--- src/rtl/ym_sync_cells.sv ---
`default_nettype none
// +--------------------------------------------------------------------------+
// | ym_sync_cells: MCLK-sampled clear-on-reset flop, set-on-reset flop and  |
// | level latch; every output shows the next-state value combinationally.   |
// | Revision: 1.0                                                            |
// +--------------------------------------------------------------------------+
module ym_sync_cells #(
   parameter int DATA_WIDTH = 1
) (
   input  logic                  MCLK,
   input  logic                  reset,
   input  logic                  r_clk,
   input  logic [DATA_WIDTH-1:0] r_val,
   output logic [DATA_WIDTH-1:0] r_q,
   output logic [DATA_WIDTH-1:0] r_nq,
   input  logic                  s_clk,
   input  logic [DATA_WIDTH-1:0] s_val,
   output logic [DATA_WIDTH-1:0] s_q,
   output logic [DATA_WIDTH-1:0] s_nq,
   input  logic                  l_en,
   input  logic [DATA_WIDTH-1:0] l_inp,
   output logic [DATA_WIDTH-1:0] l_val,
   output logic [DATA_WIDTH-1:0] l_nval
);

   logic [DATA_WIDTH-1:0] mem_r_q, mem_r_d;
   logic [DATA_WIDTH-1:0] mem_s_q, mem_s_d;
   logic [DATA_WIDTH-1:0] mem_l_q, mem_l_d;
   logic                  clk_old_r_q, clk_old_r_d;
   logic                  clk_old_s_q, clk_old_s_d;
   logic                  w_edge_r;
   logic                  w_edge_s;

   // Edge trackers keep following their logical clock through reset, so an
   // edge seen while reset is high is consumed rather than deferred.
   always_comb begin
      w_edge_r    = ~clk_old_r_q & r_clk;
      w_edge_s    = ~clk_old_s_q & s_clk;
      clk_old_r_d = r_clk;
      clk_old_s_d = s_clk;

      mem_r_d = mem_r_q;
      if (reset)
         mem_r_d = '0;
      else if (w_edge_r)
         mem_r_d = r_val;

      mem_s_d = mem_s_q;
      if (reset)
         mem_s_d = '1;
      else if (w_edge_s)
         mem_s_d = s_val;

      mem_l_d = l_en ? l_inp : mem_l_q;
   end

   always_ff @(posedge MCLK) begin
      clk_old_r_q <= clk_old_r_d;
      clk_old_s_q <= clk_old_s_d;
      mem_l_q     <= mem_l_d;
      if (reset) begin
         mem_r_q <= '0;
         mem_s_q <= '1;
      end else begin
         mem_r_q <= mem_r_d;
         mem_s_q <= mem_s_d;
      end
   end

   assign r_q    = mem_r_d;
   assign r_nq   = ~mem_r_d;
   assign s_q    = mem_s_d;
   assign s_nq   = ~mem_s_d;
   assign l_val  = mem_l_d;
   assign l_nval = ~mem_l_d;

endmodule
`default_nettype wire

--- config.mk ---
export PLATFORM = sky130hd
export DESIGN_NAME = ym_sync_cells
export DESIGN_NICKNAME = d
export VERILOG_FILES = /design/src/rtl/ym_sync_cells.sv
export SDC_FILE = /design/constraint.sdc
export NUM_CORES = 1
export LEC_CHECK = 0
export CAP_MARGIN = 20
export CORE_AREA = 2 2 39 41
export DETAILED_ROUTE_END_ITERATION = 10
export DIE_AREA = 0 0 41 43
export GPL_ROUTABILITY_DRIVEN = 0
export PLACE_DENSITY = 0.49
export SLEW_MARGIN = 5
export SYNTH_ARGS = -nofsm -noshare
export SYNTH_HDL_FRONTEND = slang
export SYNTH_SLANG_ARGS = --single-unit
export TNS_END_PERCENT = 5
--- constraint.sdc ---
create_clock -name MCLK -period 1.2 [get_ports MCLK]
set_clock_uncertainty 0.1 [all_clocks]
set_input_delay 0.18 -clock MCLK [delete_from_list [all_inputs] [get_ports MCLK]]
set_output_delay 0.18 -clock MCLK [all_outputs]
set_load 0.005 [all_outputs]
==> results.md <==
- Once detail routing completed, the nets flagged for antenna violations numbered 0.
- The total power density per cell area is 1090 nW/um2.
- The most frequently used cell type in the post-synthesis netlist is sky130_fd_sc_hd__dfxtp_1.
- The starting utilization of the core area is 15.5%.
- The highest clock rate is about 700 MHz.
- The worst hold slack across all endpoints is approximately 91 ps.
- The post-layout worst setup margin is -252 ps.
- The full die area is around 1800 um2.
- The critical path goes through or2b_1 -> buf_4 -> a31oi_1 -> buf_2.
- In this run the most critical hold path is launched from r_clk.
- Clock latency on the worst-skew pair, taken at its later pin, is roughly 240 ps.
- The endpoint kind of the worst setup timing path is an output port.
- The ratio of final minimum period to clock period is 121%.
- The run finished, with violations left.
- During synthesis, Yosys emitted a total of 0 warnings.
- The growth of design area from synthesis to finish is 102%.
- The worst max-slew margin expressed relative to the limit is 85.8%.
- During I/O placement, the number of pins put on the boundary was 14.
- The cell at the root of the clock tree is sky130_fd_sc_hd__clkbuf_4.
- The delay of the slowest cell on the worst path is around 310 ps.
- The gate count of the mapped netlist is 19.
- The number of flops mapped to enable cells by yosys is 0.
- The post-synthesis async set-or-reset flop share is 0%.
- The analysis attributes to cell leakage a power of ~0.22 nW.
- The number of nets handed over by synthesis was 27.
- The maximum count of clock buffers along a single path is 2.
- The via count is roughly 240.
- Counting instances in the post-synthesis netlist gives the leading cell types as sky130_fd_sc_hd__dfxtp_1, sky130_fd_sc_hd__mux2i_1, sky130_fd_sc_hd__a31o_1, sky130_fd_sc_hd__inv_1, sky130_fd_sc_hd__nor2_1.
- At the pin with the least slew margin, the transition time is around 210 ps.
- The max capacitance violation total is 0.
- After global routing, the most crowded layer is met2.
- The type of origin of the critical path is a register.
- The CTS tree is built.
- The diode insertion count for antenna repair is 0.
- The number of antenna violations at the first check in global routing is 0.
- The critical path class is reg -> out.
- During placement, the flow inserted port buffers numbering 13.
- The final-report setup violation count is 4.
- The number of global-route vias before repair is between 200 and 300.
- The worst reg2reg path depth is 6.
- The largest fanout on the critical path is 2.
- The first global-routing pass estimated 931 um of wire.
- The library cell contributing the largest single delay on the critical path is sky130_fd_sc_hd__dfxtp_2.
- The final layout contains 54 nets.
- From bottom edge to top edge, the die measures 43 um.
- The total clock sinks is 5.
- The checks that failed: setup timing.
- The minimum clock period is 1450 ps.
- The total area inside the core boundary comes to roughly 1400 um2.
- The met3 layer usage reported by global route is ~7.3%.
- Each instance of the synthesized netlist takes up on average 11.3 um2.
- The cell accounting for the most synthesized area is sky130_fd_sc_hd__dfxtp_1.
- The hold violation total from the final report is 0.
- The met2 capacity usage during global routing is between 10% and 20%.
- CTS built an H-tree with a depth of 1.
- OpenSTA, run right after detailed placement, puts the worst setup slack at -711 ps.
- In the final layout, the share of cells above drive strength 1 is approximately 49%.
- The met1 usage in global routing is under 10%.
- The number of optimization iterations in the first detailed-route pass is 2.
- The largest voltage drop on the vdd net is approximately 0.52 mV.
- The sequential fraction of the synthesis area is around 47%.
- The standard-cell row count is 14.
- Clock-pin slew was measured on the worst setup and hold paths at ~40 ps.
- After detailed routing, the number of remaining DRC violations is 0.
- Counting instances, the worst hold path has a depth of 1.
- In the global route stage, overall resource usage came out at ~8.5%.
- The total of flip-flops plus latches after synthesis is 5.
- With fillers left out, the area of the finished cells amounts to ~430 um2.
- The total standard cell area after synthesis is 214 um2.
- The final layout contains routed wiring with a total length of roughly 660 um.
- The post-detailed-route wirelength per cell is roughly 11 um.
- Data arrives at the worst endpoint at roughly 1200 ps.
- The count of distinct cell types in the synthesized netlist is 10.
- After synthesis, the cell types taking the most area are sky130_fd_sc_hd__dfxtp_1, sky130_fd_sc_hd__mux2i_1, sky130_fd_sc_hd__a31o_1, sky130_fd_sc_hd__nor2b_4, sky130_fd_sc_hd__and4bb_1.
- Dividing the detail-routed via count by the number of cells gives ~4.
- The share of the core filled with cells is 31.3%.
- The total placed instance area is around 370 um2.
- Setup total negative slack on the finished layout was measured at -762 ps.
- The initial DRC count is 2.
- The worst reg-to-reg setup slack is 0 ps.
- The maximum number of pins on one net before global-route repair is 5.
- Setup repair after global routing could not meet its margin everywhere.
- The primary flip-flop cell chosen by synthesis mapping is sky130_fd_sc_hd__dfxtp_1.
- The count of final max-slew check failures is 0.
- The reg-to-reg critical path startpoint is mem_l_q.
- The worst register-to-register path ends at mem_l_q.
- Buffers inserted during clock tree synthesis total 3.
- Summed over its instances, the top area cell type makes up about 47% of the synthesized netlist area.
- The worst hold path belongs to the class in -> reg.
- The remaining global-route overflow is 0.
- The required arrival time at the worst endpoint is 920 ps.
- The horizontal die dimension is a little over 40 um.
- The path with the worst hold slack has its endpoint at clk_old_r_q.
## report_power, final
part           switching (mW)  internal, mW  total [mW]
combinational          0.0328        0.0628      0.0955
clock                  0.0681         0.126       0.194
sequential            0.00426         0.178       0.182
## registers in the layout, summed over array words and instances, names as in the netlist
| name | cells |
|---|---|
| mem_l_q | 1 |
| clk_old_s_q | 1 |
| mem_r_q | 1 |
| clk_old_r_q | 1 |
| mem_s_q | 1 |
## metrics by stage
step / total power [mW] / cells
after floorplan: 0.212 / 19
after global placement: 0.266 / 49
after detailed placement: 0.270 / 49
after CTS: 0.488 / 61
after global routing: 0.506 / 61
final: 0.472 / 61
## cell type report
cell class              count  area [um2]
clock buffers               4        26.3
fillers                   155         951
inverters                   2        7.51
multi-input cells          12         110
flip-flops and latches      5         103
well taps                  16        20.0
repair buffers             22         166
## cells by family (layout without fill, tap and decap cells)
logic type / Yosys count / after routing / share of synthesized area, %
mux: 4 / 4 / 19.3
buf+inv: 2 / 28 / 3.51
flops: 5 / 5 / 46.8
simple gates: 5 / 5 / 19.3
compound gates: 3 / 3 / 11.1
## metal layers
metal / vias to the layer above / part of all wire [%] / wire, um
li1: 119 / - / -
met1: 108 / 32 / 207
met2: 16 / 54 / 351
met3: 0 / 15 / 97
met4: 0 / 0 / 0
met5: - / 0 / 0
## critical path, delay by kind of cell (launching register included)
family | cells | cell delay [ps]
buffers and inverters | 2 | 270
AO/OA/AOI/OAI | 1 | 110
AND/OR/NAND/NOR | 1 | 230
flip-flops | 1 | 310
## placed cells by master, fill, tap and decap left out
cell and count:
sky130_fd_sc_hd__clkbuf_2 3, sky130_fd_sc_hd__dlygate4sd2_1 6, sky130_fd_sc_hd__buf_6 1, sky130_fd_sc_hd__dfxtp_1 3, sky130_fd_sc_hd__clkbuf_1 1, sky130_fd_sc_hd__buf_4 9
sky130_fd_sc_hd__nor2_1 2, sky130_fd_sc_hd__mux2_4 1, sky130_fd_sc_hd__or2b_1 1, sky130_fd_sc_hd__clkbuf_4 3, sky130_fd_sc_hd__inv_1 2, sky130_fd_sc_hd__nor2b_4 1
sky130_fd_sc_hd__dfxtp_2 2, sky130_fd_sc_hd__a31oi_1 1, sky130_fd_sc_hd__and4bb_1 1, sky130_fd_sc_hd__clkdlybuf4s50_1 1, sky130_fd_sc_hd__buf_2 2, sky130_fd_sc_hd__a31o_1 2
sky130_fd_sc_hd__mux2i_1 3
## worst max path at each step
| stage | from | depth (start not counted) | slack (ps) | endpoint |
|---|---|---|---|---|
| 4_1_cts | clk_old_r_q | 4 | -260 | r_nq |
| 3_5_place_dp | reset | 4 | -710 | r_nq |
| 5_1_grt | clk_old_r_q | 4 | -330 | r_nq |
| 3_3_place_gp | r_clk | 4 | -680 | r_nq |
| 6_report | clk_old_r_q | 4 | -250 | r_nq |
| 2_1_floorplan | clk_old_s_q | 2 | 130 | s_nq |
## repair_timing
item,4_1_cts,5_1_grt
resized for setup,27,4
pin swaps,3,0
hold buffers,0,0
endpoints found under the setup margin,6,7
buffers inserted,8,0
Power figures use the tool's default switching activity.
